--- config.mk ---
export PLATFORM = sky130hd
export DESIGN_NAME = control_ring_stop
export DESIGN_NICKNAME = d
export VERILOG_FILES = /design/src/rtl/ring_pkg.sv /design/src/rtl/ctrl_inject_fifo.sv /design/src/rtl/control_ring_stop.sv
export SDC_FILE = /design/constraint.sdc
export NUM_CORES = 1
export LEC_CHECK = 0
export CAP_MARGIN = 20
export CORE_MARGIN = 4
export CORE_UTILIZATION = 47
export CTS_CLUSTER_DIAMETER = 100
export DETAILED_ROUTE_END_ITERATION = 10
export PLACE_DENSITY_LB_ADDON = 0.08
export SLEW_MARGIN = 20
export SYNTH_ARGS = -nofsm -noshare
export SYNTH_HDL_FRONTEND = slang
export SYNTH_SLANG_ARGS = --single-unit
export TNS_END_PERCENT = 100
--- constraint.sdc ---
create_clock -name clk -period 3.08 [get_ports clk]
set_clock_uncertainty 0.05 [all_clocks]
set_input_delay 0.462 -clock clk [delete_from_list [all_inputs] [get_ports clk]]
set_output_delay 0.462 -clock clk [all_outputs]
set_load 0.01 [all_outputs]
--- src/rtl/ring_pkg.sv ---
`default_nettype none
// ============================================================================
//  Module      : ring_pkg
//  Description : Shared types and constants for the control-plane ring stop.
//                A packet is one 32-bit word:
//                  [31:30] type  [29:22] dst  [21:14] src  [13:0] payload
//                A type of 00 marks an empty slot. The all-zero word is the
//                canonical idle.
//  Revision    : 1.0  initial release
// ============================================================================
package ring_pkg;

  typedef enum logic [1:0] {
    PKT_IDLE = 2'b00,
    PKT_CTRL = 2'b01,
    PKT_ACK  = 2'b10,
    PKT_RSVD = 2'b11
  } pkt_type_e;

  typedef struct packed {
    pkt_type_e   ptype;
    logic [7:0]  dst;
    logic [7:0]  src;
    logic [13:0] payload;
  } packet_t;

  localparam logic [7:0]  BCAST_ID = 8'hFF;
  localparam logic [31:0] IDLE_PKT = 32'h0;

  // Any type-00 word occupies no slot, whatever its other bits hold.
  function automatic logic pkt_is_idle(input packet_t pkt);
    return pkt.ptype == PKT_IDLE;
  endfunction

endpackage
`default_nettype wire

--- src/rtl/ctrl_inject_fifo.sv ---
`default_nettype none
// ============================================================================
//  Module      : ctrl_inject_fifo
//  Description : Synchronous FIFO that holds the node's outbound control
//                packets until the ring offers a free slot. Read and write
//                pointers carry one extra MSB so full and empty can be told
//                apart when the index bits coincide.
//  Ports       : clk, rst        clock, asynchronous active-high reset
//                push, push_data write request and word
//                pop             read request (ignored when empty)
//                full, empty     occupancy flags, decoded from pointer flops
//                head            word at the front of the queue
//  Revision    : 1.0  initial release
// ============================================================================
module ctrl_inject_fifo #(
  parameter int FIFO_DEPTH = 4,
  parameter int DATA_W     = 32
) (
  input  logic              clk,
  input  logic              rst,
  input  logic              push,
  input  logic [DATA_W-1:0] push_data,
  input  logic              pop,
  output logic              full,
  output logic              empty,
  output logic [DATA_W-1:0] head
);

  localparam int AW = $clog2(FIFO_DEPTH);

  generate
    if ((FIFO_DEPTH < 2) || ((1 << AW) != FIFO_DEPTH)) begin : g_depth_check
      $error("ctrl_inject_fifo: FIFO_DEPTH must be a power of two and at least 2");
    end
  endgenerate

  logic [AW:0]       r_wr_ptr;
  logic [AW:0]       r_rd_ptr;
  logic [DATA_W-1:0] r_mem [FIFO_DEPTH];

  logic w_do_pop;
  logic w_do_push;

  assign empty = (r_wr_ptr == r_rd_ptr);
  assign full  = (r_wr_ptr[AW] != r_rd_ptr[AW]) &&
                 (r_wr_ptr[AW-1:0] == r_rd_ptr[AW-1:0]);
  assign head  = r_mem[r_rd_ptr[AW-1:0]];

  // A full queue still accepts a write when the same cycle frees a slot.
  assign w_do_pop  = pop && !empty;
  assign w_do_push = push && (!full || w_do_pop);

  always_ff @(posedge clk or posedge rst) begin
    if (rst) begin
      r_wr_ptr <= '0;
      r_rd_ptr <= '0;
    end else begin
      if (w_do_push) begin
        r_wr_ptr <= r_wr_ptr + 1'b1;
      end
      if (w_do_pop) begin
        r_rd_ptr <= r_rd_ptr + 1'b1;
      end
    end
  end

  // Storage needs no reset: only entries between the pointers are ever read.
  always_ff @(posedge clk) begin
    if (w_do_push) begin
      r_mem[r_wr_ptr[AW-1:0]] <= push_data;
    end
  end

endmodule
`default_nettype wire

--- src/rtl/control_ring_stop.sv ---
`default_nettype none
// ============================================================================
//  Module      : control_ring_stop
//  Description : Per-node stop on the control-plane ring. Each cycle the
//                word on ring_in is either delivered locally, forwarded to
//                ring_out, or dropped. Outbound packets from the local
//                Computer are queued and injected only into slots the ring
//                leaves free. All outputs are registered (1-cycle latency).
//  Ports       : clk, rst          clock, asynchronous active-high reset
//                node_id[7:0]      this node's id (upper bits ignored)
//                max_node[7:0]     ring node count (upper bits ignored)
//                ring_in/ring_out  upstream / downstream ring slots
//                local_tx_packet   outbound packet from the Computer
//                local_rx_packet   delivered packet, valid for one cycle
//                fifo_full         injection queue full
//                drop_count        returned/undeliverable/discarded packets
//                overflow_count    local packets lost to a full queue
//  Revision    : 1.0  initial release
// ============================================================================
module control_ring_stop
  import ring_pkg::*;
#(
  parameter int FIFO_DEPTH = 4,
  parameter int CNT_W      = 16
) (
  input  logic             clk,
  input  logic             rst,
  input  logic [15:0]      node_id,
  input  logic [15:0]      max_node,
  input  logic [31:0]      ring_in,
  output logic [31:0]      ring_out,
  input  logic [31:0]      local_tx_packet,
  output logic [31:0]      local_rx_packet,
  output logic             fifo_full,
  output logic [CNT_W-1:0] drop_count,
  output logic [CNT_W-1:0] overflow_count
);

  // Saturating add of a 0..2 increment; never wraps.
  function automatic logic [CNT_W-1:0] sat_add(input logic [CNT_W-1:0] cnt,
                                               input logic [1:0]       inc);
    logic [CNT_W:0] sum;
    sum = {1'b0, cnt} + {{(CNT_W-1){1'b0}}, inc};
    return sum[CNT_W] ? {CNT_W{1'b1}} : sum[CNT_W-1:0];
  endfunction

  // --------------------------------------------------------------------------
  // Input decode
  // --------------------------------------------------------------------------
  logic [7:0] w_nid;
  logic [7:0] w_max;
  logic       w_unused_hi;
  logic       w_degenerate;
  packet_t    w_rin;
  packet_t    w_tx;

  assign w_nid       = node_id[7:0];
  assign w_max       = max_node[7:0];
  assign w_unused_hi = ^{node_id[15:8], max_node[15:8]};
  assign w_rin       = ring_in;
  assign w_tx        = local_tx_packet;

  // An empty ring, or a node that claims the broadcast id, cannot route
  // anything: every ring packet is dropped and every injection discarded.
  assign w_degenerate = (w_max == 8'h00) || (w_nid == BCAST_ID);

  // --------------------------------------------------------------------------
  // Ring classifier, in priority order
  // --------------------------------------------------------------------------
  logic w_fwd;
  logic w_deliver;
  logic w_ring_drop;

  always_comb begin
    w_fwd       = 1'b0;
    w_deliver   = 1'b0;
    w_ring_drop = 1'b0;
    if (!pkt_is_idle(w_rin)) begin
      if (w_degenerate || (w_rin.src == w_nid)) begin
        // Returned to source; a broadcast arriving home also ends here.
        w_ring_drop = 1'b1;
      end else if (w_rin.dst == BCAST_ID) begin
        w_deliver = 1'b1;
        w_fwd     = 1'b1;
      end else if (w_rin.dst == w_nid) begin
        w_deliver = 1'b1;
      end else if (w_rin.dst >= w_max) begin
        w_ring_drop = 1'b1;
      end else begin
        w_fwd = 1'b1;
      end
    end
  end

  // --------------------------------------------------------------------------
  // Injection queue
  // --------------------------------------------------------------------------
  logic    w_fifo_full;
  logic    w_fifo_empty;
  logic    w_pop;
  logic    w_tx_valid;
  logic    w_tx_discard;
  logic    w_push_req;
  logic    w_push;
  logic    w_overflow;
  packet_t w_push_pkt;
  packet_t w_head;

  // Forwarded traffic owns the slot; the queue only fills a free one. The
  // head is taken from flops, so a packet pushed this cycle cannot leave
  // until the next one.
  assign w_pop = !w_fwd && !w_fifo_empty;

  assign w_tx_valid   = !pkt_is_idle(w_tx);
  assign w_tx_discard = w_tx_valid &&
                        (w_degenerate ||
                         (w_tx.dst == w_nid) ||
                         ((w_tx.dst >= w_max) && (w_tx.dst != BCAST_ID)));
  assign w_push_req   = w_tx_valid && !w_tx_discard;
  assign w_push       = w_push_req && (!w_fifo_full || w_pop);
  assign w_overflow   = w_push_req && w_fifo_full && !w_pop;

  always_comb begin
    w_push_pkt     = w_tx;
    w_push_pkt.src = w_nid;
  end

  ctrl_inject_fifo #(
    .FIFO_DEPTH (FIFO_DEPTH),
    .DATA_W     (32)
  ) u_fifo (
    .clk       (clk),
    .rst       (rst),
    .push      (w_push),
    .push_data (w_push_pkt),
    .pop       (w_pop),
    .full      (w_fifo_full),
    .empty     (w_fifo_empty),
    .head      (w_head)
  );

  // The flag is decoded purely from the queue's pointer flops, so it already
  // shows the occupancy left by this cycle's push and pop.
  assign fifo_full = w_fifo_full;

  // --------------------------------------------------------------------------
  // Output registers and statistics
  // --------------------------------------------------------------------------
  logic [1:0] w_drop_inc;

  assign w_drop_inc = {1'b0, w_ring_drop} + {1'b0, w_tx_discard};

  always_ff @(posedge clk or posedge rst) begin
    if (rst) begin
      ring_out        <= IDLE_PKT;
      local_rx_packet <= IDLE_PKT;
      drop_count      <= '0;
      overflow_count  <= '0;
    end else begin
      if (w_fwd) begin
        ring_out <= ring_in;
      end else if (w_pop) begin
        ring_out <= w_head;
      end else begin
        ring_out <= IDLE_PKT;
      end
      local_rx_packet <= w_deliver ? ring_in : IDLE_PKT;
      drop_count      <= sat_add(drop_count, w_drop_inc);
      overflow_count  <= sat_add(overflow_count, {1'b0, w_overflow});
    end
  end

endmodule
`default_nettype wire

Word level (Yosys, flattened, before mapping)
Memories as Yosys holds them, arrays and structs flattened.
Index checks and enable logic that the tools add are counted.
{"block": "op_classes", "add_sub_neg": 5, "order_cmp": 2, "eq_ne": 9, "muxes": 21, "n_reduce_logical": 25}
{"op": "$mux 32", "count": 3}
{"op": "$mux 16", "count": 2}
{"op": "$eq 8x8->1", "count": 3}
{"op": "$add 16x1->17", "count": 1}
{"op": "$add 16x2->17", "count": 1}
{"op": "$eq 8x8->1 const B", "count": 2}
{"op": "$ge 8x8->1", "count": 2}
{"op": "$mux 1", "count": 16}
{"op": "$logic_and 1x1->1", "count": 10}
{"op": "$logic_not 8->1", "count": 1}
{"op": "$ne 8x8->1 const B", "count": 1}
{"op": "$add 3x1->3 const B", "count": 2}
{"op": "$logic_not 1->1", "count": 6}
{"op": "$logic_or 1x1->1", "count": 6}
{"op": "$logic_not 2->1", "count": 2}
{"op": "$eq 3x3->1", "count": 1}
{"op": "$add 1x1->2", "count": 1}
{"op": "$eq 2x2->1", "count": 1}
{"op": "$ne 1x1->1", "count": 1}
{"block": "word_totals", "regBits": 102, "ram_bits": 128, "inputBits": 98, "output_inout_bits": 97, "word_cells": 69, "mem_count": 1}
{"memory": "u_fifo.r_mem", "words": 4, "width": 32, "rd": 1, "rd_ports_with_merged_regs": 0, "wr": 1, "line_no": "ctrl_inject_fifo.sv:39", "rtl": "logic [DATA_W-1:0] r_mem [FIFO_DEPTH];"}

Depth between registers and ports, before layout
Gate-level depths: netlist of run 1.
{"block": "logic_depth", "depth_word": 13, "mapped_depth": 16}

Cells and area by module
From an unflattened synthesis of run 1, not the netlist that was laid out.
{"block": "unflattened", "cells_unflattened": 623, "hier_area_um2": 9933.3}
{"module": "ctrl_inject_fifo", "n_inst": 1, "cells_per_inst": 204, "area_per_inst_um2": 5071.1, "seq_area_each_um2": 3993.8}
{"module": "control_ring_stop", "n_inst": 1, "cells_per_inst": 419, "area_per_inst_um2": 4862.2, "seq_area_each_um2": 2402.3}

Least setup slack after synthesis of run 1
Ideal clock, no wire load.
{"block": "synth_timing", "path_type": "input-to-reg", "startpoint": "input port ring_in[22]", "endpoint": "register overflow_count[13]", "setup_time_ns": 0.068, "t_arrival_ns": 3.286, "t_required_ns": 2.962, "path_slack_ns": -0.324, "path_stages": 16, "n_path_buf": 3, "cell_sequence": "inv_1 > ha_1 > nand2b_4 > a2111oi_4 > nor4_2 > a2111oi_4 > buf_6 > buf_6 > nand2_2 > nor2_2 > ha_1 > and3_1 > and3_1 > nand3_1 > clkbuf_1 > nand2_1"}
{"block": "synth_between", "elab_chain_len": 12, "elab_cells_between_ends": 14, "classes_between": "add/sub: 1; order compare: 1; eq/ne: 2; mux: 6; reduce/logical: 4"}
{"item": "from (decl)", "line_no": "control_ring_stop.sv:30", "rtl": "input logic [31:0] ring_in,"}
{"item": "$ge 8x8->1", "line_no": "control_ring_stop.sv:87", "rtl": "end else if (w_rin.dst >= w_max) begin"}
{"item": "$mux 1", "line_no": "control_ring_stop.sv:87"}
{"item": "$mux 1", "line_no": "control_ring_stop.sv:85", "rtl": "end else if (w_rin.dst == w_nid) begin"}
{"item": "$mux 1 (*)", "line_no": "control_ring_stop.sv:82", "rtl": "end else if (w_rin.dst == BCAST_ID) begin"}
{"item": "$mux 1 (*)", "line_no": "control_ring_stop.sv:79", "rtl": "if (w_degenerate || (w_rin.src == w_nid)) begin"}
{"item": "$mux 1 (*)", "line_no": "control_ring_stop.sv:78", "rtl": "if (!pkt_is_idle(w_rin)) begin"}
{"item": "$logic_not 1->1 (*)", "line_no": "control_ring_stop.sv:112", "rtl": "assign w_pop = !w_fwd && !w_fifo_empty;"}
{"item": "$logic_and 1x1->1 (*)", "line_no": "control_ring_stop.sv:112"}
{"item": "$logic_not 1->1 (*)", "line_no": "control_ring_stop.sv:121", "rtl": "assign w_overflow = w_push_req && w_fifo_full && !w_pop;"}
{"item": "$logic_and 1x1->1 (*)", "line_no": "control_ring_stop.sv:121"}
{"item": "$add 16x1->17 (*)", "line_no": "control_ring_stop.sv:43", "rtl": "sum = {1'b0, cnt} + {{(CNT_W-1){1'b0}}, inc};"}
{"item": "$mux 16 (*)", "line_no": "control_ring_stop.sv:44", "rtl": "return sum[CNT_W] ? {CNT_W{1'b1}} : sum[CNT_W-1:0];"}
{"item": "to (signal assigned)", "line_no": "control_ring_stop.sv:169", "rtl": "overflow_count <= sat_add(overflow_count, {1'b0, w_overflow});"}
{"item": "to (decl)", "line_no": "control_ring_stop.sv:36", "rtl": "output logic [CNT_W-1:0] overflow_count"}
Every way passes the cells marked *; elsewhere a longest branch is shown, timed or not.
A chain may end at the register's enable or synchronous reset.

Worst setup path in the final report of run 1
{"block": "layout_timing", "startpoint": "input port max_node[2]", "endpoint": "register drop_count[4]"}
{"block": "layout_between", "elab_chain_len": 9, "elab_cells_between_ends": 17, "classes_between": "add/sub: 2; order compare: 2; mux: 6; reduce/logical: 7"}
{"item": "from (decl)", "line_no": "control_ring_stop.sv:29", "rtl": "input logic [15:0] max_node,"}
{"item": "$ge 8x8->1", "line_no": "control_ring_stop.sv:87"}
{"item": "$mux 1", "line_no": "control_ring_stop.sv:87"}
{"item": "$mux 1", "line_no": "control_ring_stop.sv:85"}
{"item": "$mux 1", "line_no": "control_ring_stop.sv:82"}
{"item": "$mux 1", "line_no": "control_ring_stop.sv:79"}
{"item": "$mux 1", "line_no": "control_ring_stop.sv:78"}
{"item": "$add 1x1->2 (*)", "line_no": "control_ring_stop.sv:151", "rtl": "assign w_drop_inc = {1'b0, w_ring_drop} + {1'b0, w_tx_discard};"}
{"item": "$add 16x2->17 (*)", "line_no": "control_ring_stop.sv:43"}
{"item": "$mux 16 (*)", "line_no": "control_ring_stop.sv:44"}
{"item": "to (signal assigned)", "line_no": "control_ring_stop.sv:168", "rtl": "drop_count <= sat_add(drop_count, w_drop_inc);"}
{"item": "to (decl)", "line_no": "control_ring_stop.sv:35", "rtl": "output logic [CNT_W-1:0] drop_count,"}
Marks and branches as above.

==> metrics.txt, run 1 <==
# TYPE chip_impl_metric gauge
chip_impl_metric{name="asyncSetResetFlopFracSynth",unit=""} 0.443
chip_impl_metric{name="grt_pass1_wl",unit="um"} 36400
chip_impl_info{name="timing.critical_path.to_type",value="flip-flop"} 1
chip_impl_metric{name="gr-total-overflow",unit=""} 0
chip_impl_metric{name="design_area",unit="sq um"} 13400
chip_impl_info{name="start_kind",value="input port"} 1
chip_impl_metric{name="core_area",unit="sq um"} 20200
chip_impl_metric{name="syn_area_per_cell",unit="sq um"} 14.7
chip_impl_info{name="worst_path_max_delay_cell",value="clkdlybuf4s50_1"} 1
chip_impl_metric{name="drt-vias-per-instance",unit=""} 5.15
chip_impl_metric{name="depth_of_the_worst_hold_timing_path",unit=""} 2
chip_impl_metric{name="dr.pass1.iters",unit=""} 4
chip_impl_metric{name="vias",unit=""} 6234
chip_impl_metric{name="synthCells",unit=""} 659
chip_impl_metric{name="post_dp_cell_area",unit="sq um"} 12400
chip_impl_metric{name="clock.fmax",unit="MHz"} 330
chip_impl_metric{name="ant_nets",unit=""} 0
chip_impl_info{name="hp-class",value="in2reg"} 1
chip_impl_metric{name="p_leak",unit="nW"} 5.41
chip_impl_metric{name="dp_cells",unit=""} 1160
chip_impl_metric{name="worst-endpoint-arrival",unit="ns"} 3.42
chip_impl_metric{name="io-pin-count",unit=""} 195
chip_impl_info{name="whs_endpoint",value="u_fifo.r_mem[3][22]"} 1
chip_impl_metric{name="r2r_setup_slack",unit="ns"} 0.86
chip_impl_metric{name="max-cap-violations",unit=""} 0
chip_impl_info{name="outcome",value="finished, final reports clean"} 1
chip_impl_metric{name="insertion_delay",unit="ns"} 0.51
chip_impl_metric{name="placement.io_buffers",unit=""} 170
chip_impl_metric{name="number_of_global_route_vias_before_repair",unit=""} 6605
chip_impl_metric{name="clkTransAtPathRegs",unit="ns"} 0.06
chip_impl_metric{name="finalMaxSlewViolations",unit=""} 0
chip_impl_info{name="tritoncts",value="built"} 1
chip_impl_metric{name="critPathMaxFanout",unit=""} 6
chip_impl_metric{name="final.min_clock_period",unit="ns"} 3.03
chip_impl_metric{name="final_cell_count_no_fill",unit=""} 1210
chip_impl_metric{name="critical_path.max_stage_delay",unit="ns"} 0.49
chip_impl_metric{name="postSynthRegisterBits",unit=""} 230
chip_impl_info{name="r2r-end",value="overflow_count[11]"} 1
chip_impl_metric{name="synth_seq_area_share",unit=""} 0.662
chip_impl_metric{name="proportion_of_netlist_area_held_by_the_largest_area_contributor",unit=""} 0.398
chip_impl_metric{name="finalHoldViolations",unit=""} 0
chip_impl_metric{name="area_growth",unit="%"} 39.1
chip_impl_metric{name="routed_wire_length_per_instance",unit="um"} 19.3
chip_impl_metric{name="ctsLongestPathBuffers",unit=""} 3
chip_impl_metric{name="remaining_drc_errors",unit=""} 0
chip_impl_metric{name="power_per_cell_area",unit="nW/um^2"} 751
chip_impl_metric{name="hpwl",unit="um"} 16400
chip_impl_info{name="biggest_area_consumer_among_synthesized_cells",value="edfxtp_1"} 1
chip_impl_metric{name="globalplace.congestion",unit=""} 0.956
chip_impl_metric{name="initial_standard_cell_utilization_of_the_core",unit=""} 0.477
chip_impl_metric{name="required",unit="ns"} 3.47
chip_impl_metric{name="synth.net_count",unit=""} 782
chip_impl_metric{name="setup_violations",unit=""} 0
chip_impl_info{name="crit_type",value="in2reg"} 1
chip_impl_info{name="synth_top_flop_cell",value="edfxtp_1"} 1
chip_impl_metric{name="yosys.cell_types.count",unit=""} 50
chip_impl_metric{name="r2r.worst_path.cells",unit=""} 12
chip_impl_metric{name="maximum_vdd_drop",unit="mV"} 0.462
chip_impl_metric{name="ctsHoldBuffers",unit=""} 0
chip_impl_metric{name="fp.dieH",unit="um"} 151
chip_impl_metric{name="final.period_utilization",unit=""} 0.984
chip_impl_metric{name="syn-cell-area",unit="sq um"} 9660
chip_impl_metric{name="cts-buffers-inserted",unit=""} 24
chip_impl_metric{name="grt_antenna_before_repair",unit=""} 1
chip_impl_info{name="timing.critical_path.cells",value="clkdlybuf4s50_1, inv_1, ha_1, o21a_1, o22ai_1, or4_4, a31oi_4, fa_2, ha_4, nand3_4, nor3_4, nand4_1, buf_6, clkbuf_16, nand2_1"} 1
chip_impl_metric{name="totalPowerFinal",unit="W"} 0.0101
chip_impl_metric{name="grt_start_max_net_pins",unit=""} 103
chip_impl_metric{name="slew-limit-headroom",unit=""} 0.408
chip_impl_metric{name="sequential_cell_area",unit="sq um"} 6400
chip_impl_metric{name="fp-row-count",unit=""} 52
chip_impl_metric{name="dieArea",unit="sq um"} 22900
chip_impl_metric{name="cts.sinks",unit=""} 230
chip_impl_metric{name="final.fill_count",unit=""} 1433
chip_impl_metric{name="h_tree_level_count",unit=""} 1
chip_impl_metric{name="drive_above_1_share",unit=""} 0.231
chip_impl_metric{name="postRouteWirelength",unit="um"} 23400
chip_impl_metric{name="multi_input_comb_area",unit="sq um"} 3370
chip_impl_info{name="cts.root.buffer_cell",value="clkbuf_16"} 1
chip_impl_info{name="leading_cell_types_by_total_area_after_synthesis",value="edfxtp_1 40%, dfrtp_1 26%, mux4_2 7.5%"} 1
chip_impl_metric{name="grtUsageTotal",unit=""} 0.206
chip_impl_metric{name="drt_iter0_markers",unit=""} 345
chip_impl_info{name="critical_path.reg2reg.startpoint",value="u_fifo.r_wr_ptr[1]"} 1
chip_impl_info{name="hold_path_startpoint",value="local_tx_packet[22]"} 1
chip_impl_metric{name="die-width",unit="um"} 151
chip_impl_metric{name="design.final.nets",unit=""} 1045
chip_impl_metric{name="synth_edf_count",unit=""} 128
chip_impl_metric{name="max_slew.worst_pin.slew",unit="ns"} 0.888
chip_impl_metric{name="finalSetupTns",unit="ns"} 0
chip_impl_metric{name="synthesis.yosys.warnings",unit=""} 0
[routing by layer]
metal	up-vias	global-route usage	part of all wire	wire [um]
met5	-	0	0	0
met4	0	0.0549	0.020	466
met3	34	0.0332	0.060	1390
met2	162	0.347	0.50	11700
met1	3103	0.279	0.42	9760
li1	2935	-	-	-
[Yosys cell counts (4+ instances only)]
library cell  number
nand3_1           13
edfxtp_1         128
nor4_1             5
xnor2_1           26
nor2_1            13
buf_6              4
nand2b_1          38
a21oi_1           10
clkbuf_1          17
xor2_1            21
o21ai_0           40
ha_1              24
buf_2              4
nand2_1           59
nor3_1             5
and2_1            34
mux4_2            32
dfrtp_1          102
nand4_1           17
inv_1             14
and3_1             9
a31oi_1            6
[state kept, by name, summed over array words and instances (netlist names)]
name,count
overflow_count,16
u_fifo.r_rd_ptr,3
ring_out,32
u_fifo.r_mem,128
drop_count,16
u_fifo.r_wr_ptr,3
local_rx_packet,32
[cells by family after synthesis]
logic type / after synthesis / share of synthesized area
fa+ha+maj: 25 / 0.0332
flops: 230 / 0.662
mux: 35 / 0.0784
compound gates: 77 / 0.0504
simple gates: 206 / 0.115
buf+inv: 39 / 0.0188
xor+xnor: 47 / 0.0426
[timing repair]
action / 4_1_cts / 5_1_grt
setup buffers: 0 / 5
cloned: 0 / 1
gates resized for setup: 19 / 34
endpoints found under the setup margin: 39 / 121
pin swaps: 6 / 10
[worst max-delay path: cells and delay by family]
family	cells	cell delay [ns]
fa+ha+maj	3	0.73
compound gates	3	0.38
buf+inv	4	0.90
simple gates	5	0.97
[power breakdown]
part / internal, W / switching [W] / leakage, nW
Combinational: 0.00168 / 0.00151 / 2.54
Sequential: 0.00394 / 0.000261 / 2.50
Clock: 0.00159 / 0.00112 / 0.367
Total: 0.00721 / 0.00289 / 5.41
[stage by stage]
step / setup WS (ns) / hold slack (ns) / utilization
global route: -0.0183 / 0.305 / 0.664
floorplan: -0.0571 / 0.412 / -
finish: 0.0494 / 0.300 / 0.664
global placement: -0.663 / 0.427 / 0.615
detailed placement: -0.766 / 0.434 / 0.615
CTS: -0.0134 / 0.410 / 0.655
[area by class of cell]
type / count / area share
Antenna cell: 1 / 0.000186
Clock buffer: 33 / 0.0494
Clock inverter: 10 / 0.00605
Inverter: 14 / 0.00531
Multi-Input combinational cell: 390 / 0.251
Sequential cell: 230 / 0.476
Tap cell: 270 / 0.0251
Timing Repair Buffer: 262 / 0.187
[cell usage in the layout, fill, tap and decap left out, types with 4 or more instances in the layout]
cell type | synthesis | routed
a21oi_1 | 10 | 9
a31oi_1 | 6 | 4
and2_1 | 34 | 31
and3_1 | 9 | 6
buf_12 | 0 | 7
buf_4 | 0 | 83
clkbuf_1 | 17 | 6
clkbuf_16 | 0 | 25
clkdlybuf4s50_1 | 0 | 159
clkinv_1 | 0 | 4
clkinv_2 | 0 | 4
dfrtp_1 | 102 | 101
dlygate4sd2_1 | 0 | 4
dlymetal6s2s_1 | 0 | 7
edfxtp_1 | 128 | 128
ha_1 | 24 | 16
ha_4 | 0 | 6
inv_1 | 14 | 8
mux4_2 | 32 | 32
nand2_1 | 59 | 59
nand2b_1 | 38 | 36
nand3_1 | 13 | 10
nand4_1 | 17 | 17
nor2_1 | 13 | 10
nor3_2 | 0 | 4
o21ai_0 | 40 | 35
o21ai_1 | 3 | 6
xnor2_1 | 26 | 26
xor2_1 | 21 | 21
[worst max-delay path by stage]
stage                         end         from  cells past startpoint  slack (ns)
5_1_grt            drop_count[11]  max_node[2]                     16       -0.02
2_1_floorplan  overflow_count[11]  ring_in[28]                     15       -0.06
3_3_place_gp       drop_count[15]  ring_in[22]                     16       -0.66
4_1_cts            drop_count[15]  max_node[1]                     15       -0.01
6_report            drop_count[4]  max_node[2]                     15        0.05
3_5_place_dp       drop_count[15]  ring_in[22]                     16       -0.77
(Power assumes the default switching activity.)
==> run 2, diff against run 1 <==
--- a/config.mk
+++ b/config.mk
@@ -10,6 +10,7 @@
 export CORE_UTILIZATION = 47
 export CTS_CLUSTER_DIAMETER = 100
 export DETAILED_ROUTE_END_ITERATION = 10
+export MAX_ROUTING_LAYER = met4
 export PLACE_DENSITY_LB_ADDON = 0.08
 export SLEW_MARGIN = 20
 export SYNTH_ARGS = -nofsm -noshare
==> metrics.txt, run 2 (same netlist as run 1, synthesis figures left out) <==
# TYPE chip_impl_metric gauge
chip_impl_metric{name="hpwl",unit="um"} 16900
chip_impl_metric{name="final.fill_count",unit=""} 1444
chip_impl_metric{name="sequential_cell_area",unit="sq um"} 6400
chip_impl_metric{name="power_per_cell_area",unit="nW/um^2"} 750
chip_impl_metric{name="design_area",unit="sq um"} 13500
chip_impl_metric{name="h_tree_level_count",unit=""} 1
chip_impl_metric{name="die-width",unit="um"} 151
chip_impl_metric{name="postRouteWirelength",unit="um"} 23600
chip_impl_metric{name="core_area",unit="sq um"} 20200
chip_impl_metric{name="finalSetupTns",unit="ns"} 0
chip_impl_metric{name="pwr-share-comb",unit=""} 0.316
chip_impl_metric{name="p_leak",unit="nW"} 5.51
chip_impl_metric{name="grt_antenna_before_repair",unit=""} 1
chip_impl_metric{name="sw_frac_of_total",unit=""} 0.285
chip_impl_metric{name="critPathMaxFanout",unit=""} 6
chip_impl_metric{name="ctsHoldBuffers",unit=""} 0
chip_impl_info{name="start_kind",value="input port"} 1
chip_impl_info{name="cts.root.buffer_cell",value="clkbuf_16"} 1
chip_impl_metric{name="ctsLongestPathBuffers",unit=""} 3
chip_impl_metric{name="preCtsSetupSlack",unit="ns"} -0.815
chip_impl_metric{name="io-pin-count",unit=""} 195
chip_impl_metric{name="finalHoldViolations",unit=""} 0
chip_impl_metric{name="max-cap-violations",unit=""} 0
chip_impl_metric{name="ant_nets",unit=""} 0
chip_impl_metric{name="share_seq_of_total_power",unit=""} 0.415
chip_impl_metric{name="maximum_vdd_drop",unit="mV"} 0.634
chip_impl_info{name="mostFrequentLayoutCell",value="clkdlybuf4s50_1"} 1
chip_impl_metric{name="dr.pass1.iters",unit=""} 5
chip_impl_info{name="tritoncts",value="built"} 1
chip_impl_metric{name="gr-total-overflow",unit=""} 0
chip_impl_metric{name="clock.fmax",unit="MHz"} 339
chip_impl_info{name="setup_repair_after_global_routing_missed_its_margin",value="false"} 1
chip_impl_metric{name="cts-buffers-inserted",unit=""} 24
chip_impl_metric{name="area_growth",unit="%"} 39.8
chip_impl_metric{name="post-route-util",unit=""} 0.667
chip_impl_metric{name="initial_standard_cell_utilization_of_the_core",unit=""} 0.477
chip_impl_metric{name="clkTransAtPathRegs",unit="ns"} 0.06
chip_impl_metric{name="multi_input_comb_area",unit="sq um"} 3370
chip_impl_metric{name="grtUsageTotal",unit=""} 0.214
chip_impl_metric{name="drt_iter0_markers",unit=""} 351
chip_impl_metric{name="number_of_global_route_vias_before_repair",unit=""} 6725
chip_impl_metric{name="design.final.nets",unit=""} 1050
chip_impl_metric{name="finalMaxSlewViolations",unit=""} 0
chip_impl_metric{name="max_slew.worst_pin.slew",unit="ns"} 0.858
chip_impl_metric{name="dieArea",unit="sq um"} 22900
chip_impl_metric{name="grt_pass1_wl",unit="um"} 36800
chip_impl_metric{name="drive_above_1_share",unit=""} 0.238
chip_impl_metric{name="timing.final.ws_setup",unit="ns"} 0.134
chip_impl_info{name="layout.cells.most_common_list",value="147 x clkdlybuf4s50_1, 128 x edfxtp_1, 101 x dfrtp_1, 89 x buf_4, 59 x nand2_1"} 1
chip_impl_metric{name="p_int",unit="W"} 0.00724
chip_impl_metric{name="final.period_utilization",unit=""} 0.956
chip_impl_info{name="hp-class",value="in2reg"} 1
chip_impl_metric{name="routed_wire_length_per_instance",unit="um"} 19.4
chip_impl_metric{name="clock_power_share",unit=""} 0.269
chip_impl_info{name="crit_type",value="in2reg"} 1
chip_impl_metric{name="globalplace.congestion",unit=""} 0.967
chip_impl_metric{name="placement.io_buffers",unit=""} 170
chip_impl_metric{name="r2r_setup_slack",unit="ns"} 0.85
chip_impl_metric{name="insertion_delay",unit="ns"} 0.51
chip_impl_info{name="outcome",value="finished, final reports clean"} 1
chip_impl_info{name="timing.critical_path.to_type",value="flip-flop"} 1
chip_impl_metric{name="post_dp_cell_area",unit="sq um"} 12500
chip_impl_metric{name="slew-limit-headroom",unit=""} 0.428
chip_impl_metric{name="drt-vias-per-instance",unit=""} 5.26
chip_impl_metric{name="worst-endpoint-arrival",unit="ns"} 3.26
chip_impl_metric{name="vias",unit=""} 6401
chip_impl_metric{name="totalPowerFinal",unit="W"} 0.0101
chip_impl_metric{name="required",unit="ns"} 3.40
chip_impl_metric{name="fp-row-count",unit=""} 52
chip_impl_metric{name="final.min_clock_period",unit="ns"} 2.95
chip_impl_metric{name="max_ffs_per_register",unit=""} 128
chip_impl_metric{name="cts.sinks",unit=""} 230
chip_impl_metric{name="remaining_drc_errors",unit=""} 0
chip_impl_metric{name="setup_violations",unit=""} 0
chip_impl_metric{name="grt_start_max_net_pins",unit=""} 66
chip_impl_metric{name="switchingPower",unit="W"} 0.00289
chip_impl_metric{name="fp.dieH",unit="um"} 151
[run 2: changes by cell type in the layout (fill, tap and decap cells not counted), sizes merged]
cell and delta:
buf +5, bufbuf +1, clkbuf -2, clkdlybuf4s15 +1
clkdlybuf4s50 -12, clkinv +1, clkinvlp +1, dlygate4sd2 +4
dlymetal6s2s +7
[run 2: cell type report]
| type | count | area share |
|---|---|---|
| inverter | 14 | 0.00528 |
| sequential | 230 | 0.474 |
| timing repair buffer | 267 | 0.190 |
| antenna | 1 | 0.000185 |
| clock buffer | 32 | 0.0498 |
| multi-input combinational | 390 | 0.250 |
| clock inverter | 12 | 0.00612 |
| tap | 270 | 0.0250 |
[run 2: worst max-delay path, stage by stage]
cell and delay [ns]:
clkdlybuf4s50_1 0.52, ha_4 0.22, a2111oi_4 0.34, nor3_2 0.09
o21ai_1 0.13, a21boi_1 0.09, o22a_1 0.19, fa_2 0.41
ha_4 0.19, nand3_4 0.10, nor3_4 0.05, nand4_1 0.13
buf_4 0.15, buf_12 0.10, o21ai_0 0.08
[run 2: power by group through the flow]
stage | clock network (W) | registers (W) | logic [W]
6_report | 0.00272 | 0.00420 | 0.00320
2_1_floorplan | 0 | 0.00433 | 0.00164
3_3_place_gp | 0 | 0.00422 | 0.00317
3_5_place_dp | 0 | 0.00425 | 0.00322
4_1_cts | 0.00280 | 0.00420 | 0.00325
5_1_grt | 0.00293 | 0.00426 | 0.00350
[run 2: worst paths after layout]
path	from	end	depth (start not counted)
hold / removal	local_tx_packet[22]	u_fifo.r_mem[3][22]	2
hold reg to reg	u_fifo.r_wr_ptr[2]	u_fifo.r_wr_ptr[2]	1
setup / recovery	ring_in[23]	drop_count[10]	15
max in group asynchronous	rst	u_fifo.r_rd_ptr[0]	3
min in group asynchronous	rst	local_rx_packet[30]	2
setup reg to reg	u_fifo.r_wr_ptr[1]	overflow_count[11]	12
[run 2: layer usage]
metal  track usage  share of wire  wire (um)  vias to the layer above
met5             -              0          0                        -
met4        0.0549          0.024        569                        0
met3        0.0296          0.052       1220                       39
met2         0.347           0.51      12000                      187
met1         0.289           0.42       9810                     3223
li1              -              -          -                     2952
[run 2: timing repair]
| item | in CTS | in global routing |
|---|---|---|
| cloned | 1 | 0 |
| resized for setup | 27 | 34 |
| pin swaps | 7 | 11 |
| endpoints found under the setup margin | 137 | 141 |
| buffers inserted | 4 | 2 |
[run 2: metrics by stage]
stage               cells  hold WS, ns
floorplan             659        0.412
detailed placement   1164        0.433
global placement     1164        0.427
CTS                  1213        0.327
global route         1216        0.309
finish               1216        0.314
==> run 3, diff against run 2 <==
--- a/config.mk
+++ b/config.mk
@@ -6,7 +6,7 @@
 export NUM_CORES = 1
 export LEC_CHECK = 0
 export CAP_MARGIN = 20
-export CORE_MARGIN = 4
+export CORE_MARGIN = 3
 export CORE_UTILIZATION = 47
 export CTS_CLUSTER_DIAMETER = 100
 export DETAILED_ROUTE_END_ITERATION = 10
==> metrics.txt, run 3 (same netlist as run 1, synthesis figures left out) <==
# TYPE chip_impl_metric gauge
chip_impl_metric{name="met1_usage",unit=""} 0.293
chip_impl_metric{name="drive_above_1_share",unit=""} 0.224
chip_impl_metric{name="dr.pass1.iters",unit=""} 5
chip_impl_metric{name="clkTransAtPathRegs",unit="ns"} 0.06
chip_impl_metric{name="placement.io_buffers",unit=""} 170
chip_impl_info{name="critPathLaunch",value="max_node[1]"} 1
chip_impl_info{name="critical_path.reg2reg.startpoint",value="u_fifo.r_wr_ptr[1]"} 1
chip_impl_metric{name="max_slew.worst_pin.slew",unit="ns"} 0.757
chip_impl_metric{name="io-pin-count",unit=""} 195
chip_impl_metric{name="power_per_cell_area",unit="nW/um^2"} 751
chip_impl_info{name="timing.critical_path.cells",value="clkdlybuf4s50_1, inv_1, ha_4, a2111oi_4, nor3_2, o21ai_1, a21boi_1, o22a_1, fa_2, ha_4, nand3_4, nor3_4, buf_4, a21oi_2, a31oi_1"} 1
chip_impl_metric{name="insertion_delay",unit="ns"} 0.51
chip_impl_metric{name="clock_power_share",unit=""} 0.268
chip_impl_metric{name="globalplace.congestion",unit=""} 0.870
chip_impl_metric{name="design.final.nets",unit=""} 1042
chip_impl_metric{name="globalRouteMet2Util",unit=""} 0.344
chip_impl_info{name="path_common_cell",value="ha_4"} 1
chip_impl_metric{name="max-cap-violations",unit=""} 0
chip_impl_metric{name="ctsHoldBuffers",unit=""} 0
chip_impl_metric{name="die-width",unit="um"} 149
chip_impl_metric{name="cts-buffers-inserted",unit=""} 24
chip_impl_metric{name="post_dp_cell_area",unit="sq um"} 12500
chip_impl_metric{name="vias",unit=""} 6210
chip_impl_metric{name="gr-total-overflow",unit=""} 0
chip_impl_metric{name="fp.dieH",unit="um"} 149
chip_impl_info{name="hold_path_startpoint",value="local_tx_packet[22]"} 1
chip_impl_metric{name="fp-row-count",unit=""} 51
chip_impl_metric{name="r2r.worst_path.cells",unit=""} 11
chip_impl_metric{name="depth_of_the_worst_hold_timing_path",unit=""} 2
chip_impl_info{name="start_kind",value="input port"} 1
chip_impl_metric{name="slew-limit-headroom",unit=""} 0.494
chip_impl_metric{name="critPathMaxFanout",unit=""} 3
chip_impl_metric{name="critical_path.max_stage_delay",unit="ns"} 0.48
chip_impl_info{name="hp-class",value="in2reg"} 1
chip_impl_metric{name="hpwl",unit="um"} 16400
chip_impl_metric{name="ant_nets",unit=""} 0
chip_impl_info{name="cts.root.buffer_cell",value="clkbuf_16"} 1
chip_impl_info{name="crit_type",value="in2reg"} 1
chip_impl_metric{name="design_area",unit="sq um"} 13400
chip_impl_metric{name="setup_violations",unit=""} 0
chip_impl_metric{name="core_area",unit="sq um"} 19800
chip_impl_info{name="worst_path_max_delay_cell",value="clkdlybuf4s50_1"} 1
chip_impl_metric{name="final.period_utilization",unit=""} 0.969
chip_impl_metric{name="cp_num_cells",unit=""} 15
chip_impl_metric{name="drt_iter0_markers",unit=""} 229
chip_impl_metric{name="p_leak",unit="nW"} 5.39
chip_impl_info{name="outcome",value="finished, final reports clean"} 1
chip_impl_metric{name="switchingPower",unit="W"} 0.00289
chip_impl_metric{name="antenna-diode-count",unit=""} 0
chip_impl_metric{name="grt_start_max_net_pins",unit=""} 48
chip_impl_metric{name="number_of_global_route_vias_before_repair",unit=""} 6693
chip_impl_metric{name="sw_frac_of_total",unit=""} 0.288
chip_impl_metric{name="clock.fmax",unit="MHz"} 335
chip_impl_metric{name="r2r_setup_slack",unit="ns"} 0.94
chip_impl_info{name="mostFrequentLayoutCell",value="clkdlybuf4s50_1"} 1
chip_impl_metric{name="share_seq_of_total_power",unit=""} 0.418
chip_impl_info{name="path_delay_family",value="compound AO/OA/AOI/OAI gates"} 1
chip_impl_metric{name="postRouteWirelength",unit="um"} 22800
chip_impl_metric{name="final.min_clock_period",unit="ns"} 2.98
chip_impl_metric{name="initial_standard_cell_utilization_of_the_core",unit=""} 0.487
chip_impl_info{name="timing.critical_path.to_type",value="flip-flop"} 1
chip_impl_metric{name="worst-path-buf-inv",unit=""} 3
chip_impl_metric{name="grt_antenna_before_repair",unit=""} 0
chip_impl_metric{name="h_tree_level_count",unit=""} 1
chip_impl_info{name="whs_endpoint",value="u_fifo.r_mem[0][22]"} 1
chip_impl_metric{name="p_int",unit="W"} 0.00716
chip_impl_info{name="grt.busiest_layer",value="met2"} 1
chip_impl_metric{name="totalPowerFinal",unit="W"} 0.0101
chip_impl_metric{name="worst-endpoint-arrival",unit="ns"} 3.31
chip_impl_metric{name="routed_wire_length_per_instance",unit="um"} 18.9
chip_impl_info{name="r2r-end",value="overflow_count[11]"} 1
chip_impl_metric{name="maximum_vdd_drop",unit="mV"} 0.490
chip_impl_metric{name="finalHoldViolations",unit=""} 0
chip_impl_metric{name="drt-vias-per-instance",unit=""} 5.17
chip_impl_metric{name="pwr-share-comb",unit=""} 0.314
chip_impl_metric{name="area_growth",unit="%"} 38.5
chip_impl_metric{name="cts.sinks",unit=""} 230
chip_impl_metric{name="max_ffs_per_register",unit=""} 128
chip_impl_metric{name="post-route-util",unit=""} 0.674
chip_impl_metric{name="grt.met3_usage",unit=""} 0.0280
chip_impl_metric{name="grtUsageTotal",unit=""} 0.214
chip_impl_metric{name="grt_pass1_wl",unit="um"} 36200
chip_impl_info{name="tritoncts",value="built"} 1
chip_impl_metric{name="remaining_drc_errors",unit=""} 0
chip_impl_metric{name="finalMaxSlewViolations",unit=""} 0
chip_impl_metric{name="finalSetupTns",unit="ns"} 0
chip_impl_info{name="layout.cells.most_common_list",value="160 x clkdlybuf4s50_1, 128 x edfxtp_1, 101 x dfrtp_1, 78 x buf_4, 59 x nand2_1"} 1
chip_impl_metric{name="required",unit="ns"} 3.40
chip_impl_metric{name="ctsLongestPathBuffers",unit=""} 3
chip_impl_metric{name="dieArea",unit="sq um"} 22300
-- run 3: changes by cell type in the layout (fill, tap and decap cells not counted), sizes merged --
cell	previous run	this run
inv	13	14
buf	96	89
dlymetal6s2s	14	10
clkbuf	32	28
clkinvlp	2	4
clkdlybuf4s15	1	0
diode	1	0
bufbuf	1	0
dlygate4sd2	8	0
clkdlybuf4s50	147	160
clkinv	10	11
-- run 3: cell type report --
class	count	area, sq um
tap	265	332
inverter	14	71.3
multi-input combinational	390	3310
clock inverter	16	119
fill	1448	6470
clock buffer	28	626
timing repair buffer	259	2520
sequential	230	6400
-- run 3: layer usage --
layer | vias up | part of all wire | wire length [um]
met5 | - | 0 | 0
met2 | 175 | 0.49 | 11100
met4 | 0 | 0.025 | 571
met1 | 3057 | 0.44 | 9920
li1 | 2934 | - | -
met3 | 44 | 0.050 | 1130
-- run 3: worst max path at each step --
stage,to
after detailed placement,overflow_count[11]
after global routing,drop_count[8]
after floorplan,overflow_count[11]
after CTS,drop_count[0]
after global placement,drop_count[15]
final,drop_count[14]
-- run 3: worst reg2reg max path, cell delays in order, from the launching register on --
cell and delay [ns]:
dfrtp_1 0.44, xnor2_1 0.19, nand2_1 0.07, nor2_1 0.16
nand2_2 0.07, nor2_2 0.16, ha_2 0.23, nand4_1 0.14
nor2_2 0.15, and3_4 0.21, nand3_2 0.07, o21a_1 0.10
-- run 3: through the flow --
step                worst slack, ns  cells  hold WS [ns]
finish                       0.0960   1202         0.277
global route                -0.0344   1202         0.290
CTS                       -0.000246   1203         0.385
floorplan                   -0.0571    659         0.412
global placement             -0.636   1155         0.427
detailed placement           -0.632   1155         0.435
-- run 3: what timing repair did --
action / in CTS / in global routing
buffers inserted: 3 / 0
gates resized for setup: 11 / 28
hold endpoints to repair: 0 / 0
pin swaps: 5 / 7
gates cloned: 1 / 0
setup endpoints to repair: 29 / 149
-- run 3: power by group through the flow --
stage,Clock (W),Combinational (W),Sequential (W)
global placement,0,0.00317,0.00422
floorplan,0,0.00164,0.00433
CTS,0.00277,0.00320,0.00420
global route,0.00289,0.00343,0.00427
detailed placement,0,0.00319,0.00426
finish,0.00269,0.00315,0.00421
